<file path="src/rtl/pipe_if_queue_if.sv">
// Handshake bundle between the IF stage, the instruction queue and the IF/ID register.
// slave is the queue side, master is the producer/consumer side.
interface pipe_if_queue_if #(
    parameter int AW = 2
);
    logic        in_valid;
    logic [31:0] in_pc4;
    logic [31:0] in_inst;
    logic        in_ready;
    logic        out_ready;
    logic        out_valid;
    logic [31:0] out_pc4;
    logic [31:0] out_inst;
    logic [AW:0] count;

    modport slave (
        input  in_valid, in_pc4, in_inst, out_ready,
        output in_ready, out_valid, out_pc4, out_inst, count
    );

    modport master (
        output in_valid, in_pc4, in_inst, out_ready,
        input  in_ready, out_valid, out_pc4, out_inst, count
    );
endinterface

</file>
<file path="src/rtl/pipe_if_queue.sv">
// Instruction fetch queue: FIFO of {pc4, inst} between IF and the IF/ID register.
// Define IFQ_BYPASS_EN for zero-latency pass-through when the queue is empty.
module pipe_if_queue #(
    parameter int DEPTH = 4,
    parameter int AW    = 2
) (
    input  logic            clock_i,
    input  logic            reset_i,
    input  logic            flush_i,
    pipe_if_queue_if.slave  q_if
);
    localparam logic [AW:0] FULL = (AW+1)'(DEPTH);

    logic [63:0]   mem_q [DEPTH];
    logic [AW-1:0] rd_ptr_q, rd_ptr_d;
    logic [AW-1:0] wr_ptr_q, wr_ptr_d;
    logic [AW:0]   count_q, count_d;
    logic          stored_valid;
    logic          in_ready;
    logic          push;
    logic          pop;
    logic          bypass_hit;

`ifdef IFQ_BYPASS_EN
    assign bypass_hit = (count_q == '0) && !flush_i && q_if.in_valid;
`else
    assign bypass_hit = 1'b0;
`endif

    assign stored_valid = (count_q != '0) && !flush_i;
    assign in_ready     = (count_q != FULL) && !flush_i;
    assign pop          = stored_valid && q_if.out_ready;
    // A bypassed entry consumed in the same cycle never touches storage.
    assign push         = q_if.in_valid && in_ready && !(bypass_hit && q_if.out_ready);

    always_comb begin
        rd_ptr_d = rd_ptr_q;
        wr_ptr_d = wr_ptr_q;
        count_d  = count_q;
        if (flush_i) begin
            rd_ptr_d = '0;
            wr_ptr_d = '0;
            count_d  = '0;
        end else begin
            if (push) wr_ptr_d = wr_ptr_q + AW'(1);
            if (pop)  rd_ptr_d = rd_ptr_q + AW'(1);
            case ({push, pop})
                2'b10:   count_d = count_q + (AW+1)'(1);
                2'b01:   count_d = count_q - (AW+1)'(1);
                default: count_d = count_q;
            endcase
        end
    end

    always_ff @(posedge clock_i) begin
        if (reset_i) begin
            rd_ptr_q <= '0;
            wr_ptr_q <= '0;
            count_q  <= '0;
        end else begin
            rd_ptr_q <= rd_ptr_d;
            wr_ptr_q <= wr_ptr_d;
            count_q  <= count_d;
        end
    end

    always_ff @(posedge clock_i) begin
        if (push && !reset_i) mem_q[wr_ptr_q] <= {q_if.in_pc4, q_if.in_inst};
    end

    always_comb begin
        q_if.out_pc4  = 32'h0;
        q_if.out_inst = 32'h0;
        if (stored_valid) begin
            {q_if.out_pc4, q_if.out_inst} = mem_q[rd_ptr_q];
        end else if (bypass_hit) begin
            q_if.out_pc4  = q_if.in_pc4;
            q_if.out_inst = q_if.in_inst;
        end
    end

    assign q_if.in_ready  = in_ready;
    assign q_if.out_valid = stored_valid || bypass_hit;
    assign q_if.count     = count_q;
endmodule

</file>
<file path="src/flat_wrapper.sv">
// flat-port wrapper written by rule: the top's interface ports become plain ports
module pipe_if_queue_flat 
#(
    parameter int DEPTH = 4,
    parameter int AW    = 2
)
  (clock_i, reset_i, flush_i, q_if_in_valid, q_if_in_pc4, q_if_in_inst, q_if_out_ready, q_if_in_ready, q_if_out_valid, q_if_out_pc4, q_if_out_inst, q_if_count);
  pipe_if_queue_if #(.AW(AW)) q_if_i ();
  input  logic clock_i;
  input  logic reset_i;
  input  logic flush_i;
  input wire logic [$bits(q_if_i.in_valid)-1:0] q_if_in_valid;
  input wire logic [$bits(q_if_i.in_pc4)-1:0] q_if_in_pc4;
  input wire logic [$bits(q_if_i.in_inst)-1:0] q_if_in_inst;
  input wire logic [$bits(q_if_i.out_ready)-1:0] q_if_out_ready;
  output wire logic [$bits(q_if_i.in_ready)-1:0] q_if_in_ready;
  output wire logic [$bits(q_if_i.out_valid)-1:0] q_if_out_valid;
  output wire logic [$bits(q_if_i.out_pc4)-1:0] q_if_out_pc4;
  output wire logic [$bits(q_if_i.out_inst)-1:0] q_if_out_inst;
  output wire logic [$bits(q_if_i.count)-1:0] q_if_count;
  assign q_if_i.in_valid = q_if_in_valid;
  assign q_if_i.in_pc4 = q_if_in_pc4;
  assign q_if_i.in_inst = q_if_in_inst;
  assign q_if_i.out_ready = q_if_out_ready;
  assign q_if_in_ready = q_if_i.in_ready;
  assign q_if_out_valid = q_if_i.out_valid;
  assign q_if_out_pc4 = q_if_i.out_pc4;
  assign q_if_out_inst = q_if_i.out_inst;
  assign q_if_count = q_if_i.count;
  pipe_if_queue #(.DEPTH(DEPTH), .AW(AW)) u_core (.clock_i(clock_i), .reset_i(reset_i), .flush_i(flush_i), .q_if(q_if_i));
endmodule
</file>
<file path="config.mk">
export PLATFORM = sky130hd
export DESIGN_NAME = pipe_if_queue_flat
export DESIGN_NICKNAME = d
export VERILOG_FILES = /design/src/rtl/pipe_if_queue_if.sv /design/src/rtl/pipe_if_queue.sv /design/src/flat_wrapper.sv
export SDC_FILE = /design/constraint.sdc
export NUM_CORES = 1
export LEC_CHECK = 0
export ABC_AREA = 0
export BUFFER_PORTS_ARGS = -buffer_cell sky130_fd_sc_hd__buf_2
export CAP_MARGIN = 20
export CORE_UTILIZATION = 41
export CTS_CLUSTER_SIZE = 24
export DETAILED_ROUTE_END_ITERATION = 10
export GPL_ROUTABILITY_DRIVEN = 1
export PLACE_DENSITY = 0.64
export SKIP_CTS_REPAIR_TIMING = 1
export SYNTH_ARGS = -nofsm -noshare
export SYNTH_HDL_FRONTEND = slang
export SYNTH_SLANG_ARGS = --single-unit
</file>
<file path="constraint.sdc">
create_clock -name clock_i -period 7.5 [get_ports clock_i]
set_clock_uncertainty 0.05 [all_clocks]
set_input_delay 1.5 -clock clock_i [delete_from_list [all_inputs] [get_ports clock_i]]
set_output_delay 1.5 -clock clock_i [all_outputs]
set_load 0.01 [all_outputs]
</file>
* Yosys cells after proc, flatten, opt, wreduce, memory -nomap -nowiden
Memory sizes are Yosys's and may differ from the RTL's. A register that Yosys moved wholly into a read port is not among the register bits. Index checks and enable logic that the tools add are counted.
Storage, ports and cells: register bits after elaboration 7, memories kept 1, output and inout bits 69, bits in read-only memories 0, latch bits 0, logic and storage cells 28, RAM bits 256
Cells by class: eq/ne operators 3, multiply operators 0, shift-type cells 0, $add $sub $neg 4, bitwise operators 0, reductions and logical operators 10, divide/modulo/power cells 0, magnitude comparators 0, muxes and demuxes 7
Memories:
- u_core.mem_q | depth 4, width 64, read ports 1, clocked after Yosys merged registers in 1, wr ports 1, RTL line pipe_if_queue.sv:14 | logic [63:0] mem_q [DEPTH];
Operators by type and width (number):
- two-way mux 32 bit | 2
- one-hot mux 3 bit (2 select lines) | 1
- logical AND 1 bit | 5
- adder 2 x 1 -> 2 bit (second input constant) | 2
- two-way mux 2 bit | 2
- adder 3 x 1 -> 3 bit (second input constant) | 1
- != test 3 bit (second input constant) | 1
- nonzero test 3 bit | 1
- subtractor 3 x 1 -> 3 bit (second input constant) | 1
- equality test 2 x 1 -> 1 bit (second input constant) | 1
- equality test 2 bit (second input constant) | 1
- zero test 1 bit | 2
- two-way mux 1 bit | 2
- nonzero test 2 bit | 1
- OR reduction 2 bit | 1

* Depth between registers and ports, before layout
Gate-level depths: netlist of the first run.
depth after elaboration 6, gate-level depth with buffers 9, gate-level depth less buffers 9

* Worst setup path before layout of the first run
OpenSTA, ideal clock, no wires.
path type input port to flip-flop, from input flush_i, to memory u_core.mem_q[0][0], enable pin, arrival time 6.526 ns, stages 2, slack 0.346 ns, cells stage by stage nand3b_2 nor3b_1
Between the ends: longest elaborated chain between the ends 6
Ends and longest elaborated chain:
- start: declaration | RTL line flat_wrapper.sv:11 | input logic flush_i;
- zero test 1 bit | RTL line pipe_if_queue.sv:31 | assign in_ready = (count_q != FULL) && !flush_i;
- logical AND 1 bit | RTL line pipe_if_queue.sv:31
- logical AND 1 bit | RTL line pipe_if_queue.sv:34 | assign push = q_if.in_valid && in_ready && !(bypass_hit && q_if.out_ready);
- logical AND 1 bit | RTL line pipe_if_queue.sv:68 | if (push && !reset_i) mem_q[wr_ptr_q] <= {q_if.in_pc4, q_if.in_inst};
- two-way mux 1 bit | RTL line pipe_if_queue.sv:68
- two-way mux 1 bit (implied by the code) | RTL line pipe_if_queue.sv:68
- end: declaration | RTL line pipe_if_queue.sv:14
Every way passes these cells.

==> results of run 1 <==
registers in the layout, indices dropped and copies added (netlist names), named ones only:
register / flops
u_core.mem_q: 256
u_core.q_if.count: 3
u_core.rd_ptr_q: 2
u_core.wr_ptr_q: 2
stage by stage:
stage	hold slack (ns)	util, %	power, mW
finish	0.4618	49.65	2.972
global route	0.4978	49.64	3.067
CTS	0.4640	49.55	3.009
detailed placement	0.4494	46.11	1.754
global placement	0.4075	46.11	1.747
floorplan	0.4043	-	1.708
synth_stat cells (all sizes together):
library cell	instances
a21oi	3
and2	64
buf	18
clkbuf	3
dfxtp	9
edfxtp	256
fa	1
ha	5
inv	7
mux2i	2
mux4	64
nand2	4
nand3b	2
nor2	5
nor2b	1
nor3	1
nor3b	4
o21ai	2
o311ai	1
o31ai	2
or2	2
or3	3
or3b	1
xor2	2
path summary, 6_finish.rpt:
kind / slack, ns / end / depth (start not counted) / from
worst max register to register: 4.98 / u_core.q_if.count[2]$_SDFFE_PP0P_ / 8 / u_core.q_if.count[2]$_SDFFE_PP0P_
worst min register to register: 0.46 / u_core.wr_ptr_q[0]$_SDFFE_PP0N_ / 2 / u_core.wr_ptr_q[0]$_SDFFE_PP0N_
worst max-delay path: 2.96 / q_if_out_pc4[31] / 4 / flip-flop
worst min-delay path: 0.46 / u_core.wr_ptr_q[0]$_SDFFE_PP0N_ / 2 / u_core.wr_ptr_q[0]$_SDFFE_PP0N_
layout make-up:
class                      count  area (um^2)
antenna                        1        2.502
clock buffer                  33        740.7
clock inverter                16        98.84
fill                        2051        12280
inverter                       7        26.28
multi-input combinational    169         2187
sequential                   265         7875
tap                          324        405.4
timing repair buffer         147        773.2
cells by family (layout without fill, tap and decap cells):
family | Yosys count | after routing | synth area share [%]
DFF | 265 | 265 | 77.07
and+or+nand+nor | 87 | 87 | 5.307
muxes | 66 | 66 | 14.46
buffers and inverters | 28 | 203 | 1.704
AOI/OAI and AO/OA | 8 | 8 | 0.4779
adders and majority gates | 6 | 6 | 0.8089
xor gates and xnor gates | 2 | 2 | 0.1716
other | 0 | 1 | 0
critical path, delay by kind of cell, from the launching register on:
| family | cells | cell delay (ns) |
|---|---|---|
| flip-flops | 1 | 0.71 |
| AND/OR/NAND/NOR | 1 | 0.18 |
| multiplexers | 1 | 0.69 |
| buffers and inverters | 2 | 0.82 |
power by group through the flow:
stage                     logic (mW)  registers [mW]  clock network, mW
after floorplan               0.0346            1.67                  0
after global placement        0.0765            1.67                  0
after detailed placement      0.0819            1.67                  0
after CTS                     0.0821            1.64               1.29
after global routing          0.0896            1.64               1.34
final                         0.0812            1.64               1.25
metal layers:
layer	GRT usage [%]	share of wire [%]	up-vias
li1	-	-	2184
met1	18.92	42	2523
met2	25.57	51	123
met3	3.584	5.9	32
met4	3.853	1.7	4
met5	0	0.15	-
==> summary.md, run 1 <==
| Metric | Value |
|---|---|
| Max Fclk | `220.3 MHz` |
| Cell Area, Synth | `10210 um^2` |
| Via density | `5.058` |
| First-pass GRT wire length | `29270 um` |
| Initial antenna violation count | `3` |
| Root Buffer | `clkbuf_16` |
| Post-DP HPWL | `10760 um` |
| Vias in the first global route | `5442` |
| Final ANT Viol Nets | `0` |
| GP Congestion | `0.6655` |
| Final setup vio count | `0` |
| CP cell instances | `buf_4 -> mux4_1 -> and2_1 -> buf_2` |
| Post-Syn Instances | `462` |
| Total Routing Usage GR | `14.85%` |
| Clock group share of total power | `42.1%` |
| HP Class | `reg2reg` |
| Psw | `0.5684 mW` |
| Commonest non-fill, non-tap cell in the layout | `edfxtp_1` |
| Yosys Warn Count | `0` |
| Largest net degree at the start of global routing | `66` |
| # H-tree levels | `1` |
| CTS sink cnt | `265` |
| Tcrit/Tclk final | `60.54%` |
| Port bufs | `137` |
| Number of cells after detailed placement | `911` |
| Final worst slack | `2.960 ns` |
| Final std cells w/o fill | `962` |
| Most frequent cells in the layout | `edfxtp_1, buf_2, and2_1` |
| CTS Buf Count | `28` |
| Iter 0 DRT Violations | `242` |
| Post-Syn Nets | `537` |
| Post-DP Area | `11250 um^2` |
| Area Overhead vs Synth | `18.62%` |
| Final instance area | `12110 um^2` |
| Combinational Power Share | `2.7%` |
| Share of the synthesized area in the top cell type | `75.30%` |
| VDD IR max | `0.1374 mV` |
| Clock Path Buffers | `3` |
| Synth area leader | `edfxtp_1` |
| Site Rows | `57` |
| I/O Pins | `138` |
| Slowest CP cell | `dfxtp_4` |
| Wire per inst | `19.17 um` |
| Final hold vios | `0` |
| Share of cells above drive strength 1 | `40.19%` |
| # DRC | `0` |
| Initial core utilization | `41.85%` |
| Detailed Route WL | `18450 um` |
| Sequential share of the synthesized area | `77.07%` |
| Core box area | `24390 um^2` |
| Die Height | `159.8 um` |
| Kind of critical path | `reg2out` |
| Die ar. | `25530 um^2` |
| Synth top area cells | `edfxtp_1, mux4_2, and2_1` |
| Fin crit period | `4.540 ns` |
| Pleak | `4.159 nW` |
| Crit. End Element | `primary output` |
| Worst skew pair latency | `0.52 ns` |
| Unique masters post-synth | `29` |
| Via count of the routed design | `4866` |
| Maxcap violations | `0` |
| Worst-Margin Slew | `1.010 ns` |
| Pre-CTS WS | `2.794 ns` |
| Arrival @ worst endpoint | `2.99 ns` |
| Mean area per synthesized cell | `22.10 um^2` |
| Sequential share of power | `55.2%` |
| Max stage delay on crit path | `0.71 ns` |
| # nets final | `693` |
| Crit path required time | `5.95 ns` |
| Pwr per Cell Area | `245.4 nW/um^2` |
| CP max FO | `37` |
| 1st-pass router iterations | `4` |
| Clock slew at reported path FFs | `0.06 ns` |
| Worst rel slew slack | `32.68%` |
| Crit path launch type | `flip-flop` |
| Max-slew violations | `0` |
| Status | `finished, final reports clean` |
| Cell Int Power | `2.404 mW` |
| Remaining Overflow, GRT | `0` |
| Setup TNS | `0 ns` |
| Register bit total from synthesis | `265` |
| Unrepaired setup endpoints after global routing | `no` |
| Die W | `159.8 um` |
| CTS tree | `yes` |
| Sw Share | `19.13%` |
Note: power is estimated with default switching activity, not from simulation.
==> inputs of run 2 (changes only) <==
--- a/config.mk
+++ b/config.mk
@@ -12,7 +12,7 @@
 export CTS_CLUSTER_SIZE = 24
 export DETAILED_ROUTE_END_ITERATION = 10
 export GPL_ROUTABILITY_DRIVEN = 1
-export PLACE_DENSITY = 0.64
+export PLACE_DENSITY = 0.62
 export SKIP_CTS_REPAIR_TIMING = 1
 export SYNTH_ARGS = -nofsm -noshare
 export SYNTH_HDL_FRONTEND = slang
==> constraint.sdc (replaced) <==
create_clock -name clock_i -period 4.6 [get_ports clock_i]
set_clock_uncertainty 0.05 [all_clocks]
set_input_delay 0.92 -clock clock_i [delete_from_list [all_inputs] [get_ports clock_i]]
set_output_delay 0.92 -clock clock_i [all_outputs]
set_load 0.01 [all_outputs]
==> run 2 against run 1 <==
Die area stayed put. Largest power group unchanged. Critical path type unchanged. Hold slack worse by 0.029 ns. Clock power is 67% higher. Design area is 0.14% higher. Via count is 0.41% higher. Sequential share of layout area is 0.094 points lower. Critical path depth stayed put. Register-to-register slack worse by 3.0 ns.
==> summary.md, run 2 (same netlist as run 1, synthesis figures left out) <==
| Metric | Value |
|---|---|
| Tcrit/Tclk final | `77.73%` |
| Max reg flops | `256 (unchanged)` |
| Clock slew at reported path FFs | `0.06 ns (about the same)` |
| Via density | `5.084 (was 5.058)` |
| Root Buffer | `clkbuf_16 (unchanged)` |
| Worst-Margin Slew | `1.031 ns (was 1.010 ns)` |
| Sequential share of power | `54.6% (was 55.2%)` |
| CTS tree | `yes (unchanged)` |
| Share of cells above drive strength 1 | `40.25% (was 40.19%)` |
| Iter 0 DRT Violations | `251 (was 242)` |
| Cell Int Power | `3.976 mW (was 2.404 mW)` |
| Crit path launch type | `flip-flop (unchanged)` |
| Vias in the first global route | `5333 (was 5442)` |
| Arrival @ worst endpoint | `2.61 ns (was 2.99 ns)` |
| Worst R2R Setup Slack | `2.02 ns (was 4.98 ns)` |
| CTS sink cnt | `265 (unchanged)` |
| Via count of the routed design | `4886 (was 4866)` |
| Max Fclk | `279.7 MHz` |
| Unrepaired setup endpoints after global routing | `no (unchanged)` |
| Max-slew violations | `0 (unchanged)` |
| Pwr per Cell Area | `404.0 nW/um^2 (was 245.4 nW/um^2)` |
| CP max FO | `35 (was 37)` |
| Crit path required time | `3.63 ns (was 5.95 ns)` |
| Initial antenna violation count | `3 (unchanged)` |
| Total Routing Usage GR | `15.05% (was 14.85%)` |
| Reg-to-reg critical path endpoint | `u_core.q_if.count[2]$_SDFFE_PP0P_ (unchanged)` |
| CTS Buf Count | `28 (unchanged)` |
| Post-DP HPWL | `10660 um (was 10760 um)` |
| Most frequent cells in the layout | `edfxtp_1, buf_2, and2_1 (unchanged)` |
| I/O Pins | `138 (unchanged)` |
| Hold Crit Depth | `2 (unchanged)` |
| Hold_sp | `u_core.rd_ptr_q[1]$_SDFFE_PP0N_ (was u_core.wr_ptr_q[0]$_SDFFE_PP0N_)` |
| Worst hold slack | `0.4329 ns (was 0.4618 ns)` |
| Fin crit period | `3.575 ns` |
| Commonest non-fill, non-tap cell in the layout | `edfxtp_1 (unchanged)` |
| Die ar. | `25530 um^2 (unchanged)` |
| Reg2Reg Launch Point | `u_core.q_if.count[2]$_SDFFE_PP0P_ (unchanged)` |
| Worst rel slew slack | `31.28% (was 32.68%)` |
| Die W | `159.8 um (unchanged)` |
| Final ANT Viol Nets | `0 (unchanged)` |
| Wire per inst | `19.54 um (was 19.17 um)` |
| Area Overhead vs Synth | `18.79% (was 18.62%)` |
| Pleak | `4.161 nW (was 4.159 nW)` |
| Die Height | `159.8 um (unchanged)` |
| Largest register by flop count | `u_core.mem_q (unchanged)` |
| Final setup vio count | `0 (unchanged)` |
| First-pass GRT wire length | `29530 um (was 29270 um)` |
| Port bufs | `137 (unchanged)` |
| # nets final | `692 (was 693)` |
| Maxcap violations | `0 (unchanged)` |
| Kind of critical path | `reg2out (unchanged)` |
| Clock Path Buffers | `3 (unchanged)` |
| Worst skew pair latency | `0.52 ns (about the same)` |
| VDD IR max | `0.2097 mV (was 0.1374 mV)` |
| Initial core utilization | `41.85% (unchanged)` |
| Status | `finished, final reports clean (unchanged)` |
| Sw Share | `18.84% (was 19.13%)` |
| Final std cells w/o fill | `961 (was 962)` |
| Core box area | `24390 um^2 (unchanged)` |
| HP Class | `reg2reg (unchanged)` |
| 1st-pass router iterations | `4 (unchanged)` |
| Largest net degree at the start of global routing | `65 (was 66)` |
| Detailed Route WL | `18780 um (was 18450 um)` |
| Number of cells after detailed placement | `911 (unchanged)` |
| Combinational Power Share | `2.7% (about the same)` |
| Crit. End Element | `primary output (unchanged)` |
| Clock group share of total power | `42.7% (was 42.1%)` |
| # DRC | `0 (unchanged)` |
| Remaining Overflow, GRT | `0 (unchanged)` |
| Site Rows | `57 (unchanged)` |
| GP Congestion | `0.7502 (was 0.6655)` |
| # H-tree levels | `1 (unchanged)` |
| Reg2reg path depth | `8 (unchanged)` |
| Final hold vios | `0 (unchanged)` |
| Setup TNS | `0 ns (unchanged)` |
| Psw | `0.9229 mW (was 0.5684 mW)` |
==> run 2: cell types whose count changed in the layout (fill, tap and decap cells not counted), sizes merged <==
cell,before,now
bufinv,1,2
clkinv,15,12
clkbuf,33,34
clkinvlp,0,1
buf,147,146
==> run 2: worst max-delay path: stages, from the launching register on <==
cell	delay, ns
dfxtp_4	0.84
buf_4	0.37
mux4_2	0.55
and2_1	0.18
buf_2	0.13
==> run 2: power by group through the flow <==
stage               clock [mW]  combinational (mW)  sequential, mW
finish                    2.09               0.131            2.68
global route              2.24               0.144            2.68
CTS                       2.15               0.133            2.68
detailed placement           0               0.133            2.73
global placement             0               0.125            2.72
floorplan                    0              0.0565            2.73
==> run 2: cell type report <==
class / count / area, um^2
Antenna cell: 1 / 2.502
Multi-Input combinational cell: 169 / 2187
Clock buffer: 34 / 744.5
Timing Repair Buffer: 146 / 765.7
Sequential cell: 265 / 7875
Clock inverter: 15 / 120.1
Tap cell: 324 / 405.4
Inverter: 7 / 26.28
Fill cell: 2067 / 12260
==> run 2: per-layer routing <==
layer,vias up,global-route usage (%),share of wire [%]
met1,2526,19.92,44
met2,133,25.05,48
li1,2186,-,-
met3,37,3.377,5.5
met4,4,4.329,2.1
met5,-,0,0.14
==> run 2: worst max-delay path by stage <==
stage	start	endpoint	slack, ns	cells after the start
after global placement	flush_i	q_if_out_inst[11]	1.18	6
after detailed placement	flush_i	q_if_out_pc4[31]	1.09	6
after CTS	flip-flop	q_if_out_inst[5]	0.93	4
after global routing	flip-flop	q_if_out_inst[11]	0.83	4
final	flip-flop	q_if_out_inst[5]	1.02	4
after floorplan	flush_i	u_core.mem_q[0][0]$_DFFE_PP_	-1.97	2
==> run 2: per-stage QoR <==
stage	worst slack [ns]	power [mW]	area (um^2)	utilization [%]
floorplan	-1.974	2.785	10210	-
global placement	1.183	2.849	11260	46.16
detailed placement	1.090	2.859	11260	46.16
CTS	0.9293	4.958	12120	49.71
global route	0.8302	5.064	12130	49.72
finish	1.025	4.899	12130	49.72
==> inputs of run 3 (changes only) <==
--- a/config.mk
+++ b/config.mk
@@ -5,7 +5,7 @@
 export SDC_FILE = /design/constraint.sdc
 export NUM_CORES = 1
 export LEC_CHECK = 0
-export ABC_AREA = 0
+export ABC_AREA = 1
 export BUFFER_PORTS_ARGS = -buffer_cell sky130_fd_sc_hd__buf_2
 export CAP_MARGIN = 20
 export CORE_UTILIZATION = 41
==> constraint.sdc (replaced) <==
create_clock -name clock_i -period 3.45 [get_ports clock_i]
set_clock_uncertainty 0.05 [all_clocks]
set_input_delay 0.69 -clock clock_i [delete_from_list [all_inputs] [get_ports clock_i]]
set_output_delay 0.69 -clock clock_i [all_outputs]
set_load 0.01 [all_outputs]
==> run 3 against run 2 <==
Global-route usage is 2.0 points higher. Highest routed layer is now met4. Clock power up 40%. Register-to-register slack worse by 0.79 ns. Critical path type unchanged. Clock-buffer cell count is 1 higher. Hold slack lost 0.095 ns. Wire length rose by 19%. Sequential power grew 33%. Critical path depth increased by 2.
==> summary.md, run 3 <==
| Metric | Value |
|---|---|
| Reg-to-reg critical path endpoint | `u_core.mem_q[3][11]$_DFFE_PP_ (was u_core.q_if.count[2]$_SDFFE_PP0P_)` |
| Crit. End Element | `primary output (unchanged)` |
| Die Height | `161.7 um (was 159.8 um)` |
| Synth top area cells | `edfxtp_1, nor2_1, o21ai_0 (was edfxtp_1, mux4_2, and2_1)` |
| Unrepaired setup endpoints after global routing | `no (unchanged)` |
| Final hold vios | `0 (unchanged)` |
| Cell count along the critical path | `6 (was 4)` |
| Crit path capture | `q_if_out_inst[30] (was q_if_out_inst[5])` |
| I/O Pins | `138 (unchanged)` |
| Cell mode on critical path | `nor2_1` |
| Share of cells above drive strength 1 | `20.73% (was 40.25%)` |
| Sw Share | `19.22% (was 18.84%)` |
| Multi-input logic area | `2216 um^2 (was 2187 um^2)` |
| Register bit total from synthesis | `265 (unchanged)` |
| CTS sink cnt | `265 (unchanged)` |
| Max Fclk | `327.8 MHz` |
| Crit path launch type | `flip-flop (unchanged)` |
| Top cells by count, synth | `nor2_1, edfxtp_1, o21ai_0 (was edfxtp_1, and2_1, mux4_2)` |
| Arrival @ worst endpoint | `2.31 ns (was 2.61 ns)` |
| Cell Int Power | `5.431 mW (was 3.976 mW)` |
| Clock slew at reported path FFs | `0.06 ns (about the same)` |
| # H-tree levels | `1 (unchanged)` |
| Wire per inst | `16.89 um (was 19.54 um)` |
| Pleak | `4.534 nW (was 4.161 nW)` |
| Post-synth ARST share | `0% (unchanged)` |
| Largest net degree at the start of global routing | `65 (unchanged)` |
| Max-slew violations | `0 (unchanged)` |
| Final core utilization | `49.25% (was 49.72%)` |
| Vias in the first global route | `6477 (was 5333)` |
| Sequential share of the synthesized area | `75.23% (was 77.07%)` |
| Worst-Margin Slew | `0.8596 ns (was 1.031 ns)` |
| Final ANT Viol Nets | `0 (unchanged)` |
| Reg2Reg Launch Point | `u_core.q_if.count[1]$_SDFFE_PP0P_ (was u_core.q_if.count[2]$_SDFFE_PP0P_)` |
| CTS tree | `yes (unchanged)` |
| Count leader, synth | `nor2_1 (was edfxtp_1)` |
| Area Overhead vs Synth | `18.26% (was 18.79%)` |
| Via count of the routed design | `6543 (was 4886)` |
| Post-DP HPWL | `12560 um (was 10660 um)` |
| Bufs and invs on worst path | `2 (unchanged)` |
| Final setup vio count | `0 (unchanged)` |
| Pwr per Cell Area | `543.6 nW/um^2 (was 404.0 nW/um^2)` |
| Core box area | `25110 um^2 (was 24390 um^2)` |
| Sequential standard cell area | `7873 um^2 (was 7875 um^2)` |
| Final Power | `6.723 mW (was 4.899 mW)` |
| Most frequent cells in the layout | `nor2_1, edfxtp_1, buf_2 (was edfxtp_1, buf_2, and2_1)` |
| Clock group share of total power | `43.6% (was 42.7%)` |
| Port bufs | `137 (unchanged)` |
| Die W | `161.7 um (was 159.8 um)` |
| EDFF count, synth | `256 (unchanged)` |
| Sequential share of power | `53.1% (was 54.6%)` |
| Crit-path leading delay family | `buffers and inverters (was flip-flops)` |
| Iter 0 DRT Violations | `368 (was 251)` |
| GP Congestion | `0.7054 (was 0.7502)` |
| Reg2reg path depth | `5 (was 8)` |
| Cell Area, Synth | `10460 um^2 (was 10210 um^2)` |
| HP Class | `in2reg (was reg2reg)` |
| Fin crit period | `3.051 ns` |
| First-pass GRT wire length | `34410 um (was 29530 um)` |
| Clock Path Buffers | `3 (unchanged)` |
| Initial core utilization | `41.65% (was 41.85%)` |
| Kind of critical path | `reg2out (unchanged)` |
| VDD IR max | `0.2981 mV (was 0.2097 mV)` |
| Root Buffer | `clkbuf_16 (unchanged)` |
| Combinational Power Share | `3.3% (was 2.7%)` |
| Remaining Overflow, GRT | `0 (unchanged)` |
| Yosys Warn Count | `0 (unchanged)` |
| Status | `finished, final reports clean (unchanged)` |
| Largest register by flop count | `u_core.mem_q (unchanged)` |
| Psw | `1.292 mW (was 0.9229 mW)` |
| Filler Cells Inserted | `2268 (was 2067)` |
| Max reg flops | `256 (unchanged)` |
| Tcrit/Tclk final | `88.43%` |
| Post-Syn Nets | `907 (was 537)` |
| Detailed Route WL | `22320 um (was 18780 um)` |
| Worst R2R Setup Slack | `1.23 ns (was 2.02 ns)` |
| Unique masters post-synth | `19 (was 29)` |
| Site Rows | `58 (was 57)` |
| Die ar. | `26150 um^2 (was 25530 um^2)` |
| Slowest CP cell | `dfxtp_4 (unchanged)` |
| CTS Buf Count | `27 (was 28)` |
| CP cell instances | `buf_4 -> nor2_1 -> nor2_1 -> o21ai_0 -> a21oi_1 -> buf_2 (was buf_4 -> mux4_2 -> and2_1 -> buf_2)` |
| # nets final | `1044 (was 692)` |
| Max stage delay on crit path | `0.59 ns (was 0.84 ns)` |
| Commonest non-fill, non-tap cell in the layout | `nor2_1 (was edfxtp_1)` |
| Worst rel slew slack | `42.69% (was 31.28%)` |
| Total Routing Usage GR | `17.08% (was 15.05%)` |
| Final std cells w/o fill | `1322 (was 961)` |
| Maxcap violations | `0 (unchanged)` |
| Share of the synthesized area in the top cell type | `73.51% (was 75.30%)` |
| Synth area leader | `edfxtp_1 (unchanged)` |
| Number of cells after detailed placement | `1270 (was 911)` |
| 1st-pass router iterations | `5 (was 4)` |
| Worst skew pair latency | `0.51 ns (was 0.52 ns)` |
| Initial antenna violation count | `3 (unchanged)` |
| Post-Syn Instances | `832 (was 462)` |
| CP max FO | `42 (was 35)` |
| Post-synth top flop | `edfxtp_1 (unchanged)` |
| Crit path required time | `2.71 ns (was 3.63 ns)` |
| Mean area per synthesized cell | `12.57 um^2 (was 22.10 um^2)` |
| Via density | `4.949 (was 5.084)` |
| # DRC | `0 (unchanged)` |
run 3: cell families (layout without fill, tap and decap cells):
logic type      count (synthesis)  in the layout  synth area share, %
simple gates                  290            290                10.56
compound gates                199            199                9.524
flops                         265            265                75.23
other cells                     0              3                    0
buf+inv                        72            229                3.888
fa+ha+maj                       6              6               0.7897
run 3: metrics by stage:
step	TNS (ns)	instance area, um^2	hold WS, ns	setup slack [ns]
after floorplan	-232.46	10460	0.3934	-0.9081
after global placement	0	11450	0.4069	0.7552
after detailed placement	0	11450	0.4139	0.7222
after CTS	0	12350	0.3145	0.1881
after global routing	0	12360	0.3178	0.1569
final	0	12370	0.3377	0.3990
run 3: worst reg2reg max path: stages (launching register included):
cell,delay (ns)
dfxtp_1,0.37
nor2_1,0.08
a21oi_1,0.19
nand3b_1,0.37
nor2_4,0.20
buf_4,0.57
run 3: final cells by class:
cell class / count / area share (%)
Antenna cell: 3 / 0.06070
Tap cell: 330 / 3.339
Clock inverter: 14 / 1.396
Timing Repair Buffer: 156 / 6.930
Clock buffer: 35 / 5.949
Inverter: 24 / 0.7487
Multi-Input combinational cell: 495 / 17.92
Sequential cell: 265 / 63.66
run 3: worst min path at each step:
stage	start	cells after the start	slack [ns]	end
2_1_floorplan	u_core.rd_ptr_q[0]$_SDFFE_PP0N_	2	0.39	flip-flop
3_3_place_gp	u_core.rd_ptr_q[0]$_SDFFE_PP0N_	2	0.41	u_core.rd_ptr_q[0]$_SDFFE_PP0N_
3_5_place_dp	u_core.rd_ptr_q[0]$_SDFFE_PP0N_	2	0.41	u_core.rd_ptr_q[0]$_SDFFE_PP0N_
4_1_cts	q_if_in_pc4[19]	1	0.31	u_core.mem_q[1][51]$_DFFE_PP_
5_1_grt	q_if_in_pc4[27]	1	0.32	u_core.mem_q[1][59]$_DFFE_PP_
6_report	q_if_in_pc4[18]	1	0.34	u_core.mem_q[1][50]$_DFFE_PP_
run 3: routing by layer:
| layer | global-route usage, % | routed length, um | vias to the layer above |
|---|---|---|---|
| li1 | - | - | 3204 |
| met1 | 23.06 | 9840 | 3145 |
| met2 | 28.49 | 10810 | 163 |
| met3 | 2.937 | 1235 | 31 |
| met4 | 4.889 | 440 | 0 |
| met5 | 0 | 0 | - |
run 3: power groups by stage:
stage                     clock, mW  sequential [mW]  combinational (mW)
after floorplan                   0             3.64               0.103
after global placement            0             3.64               0.220
after detailed placement          0             3.64               0.224
after CTS                      3.00             3.57               0.225
after global routing           3.12             3.57               0.248
final                          2.93             3.57               0.222
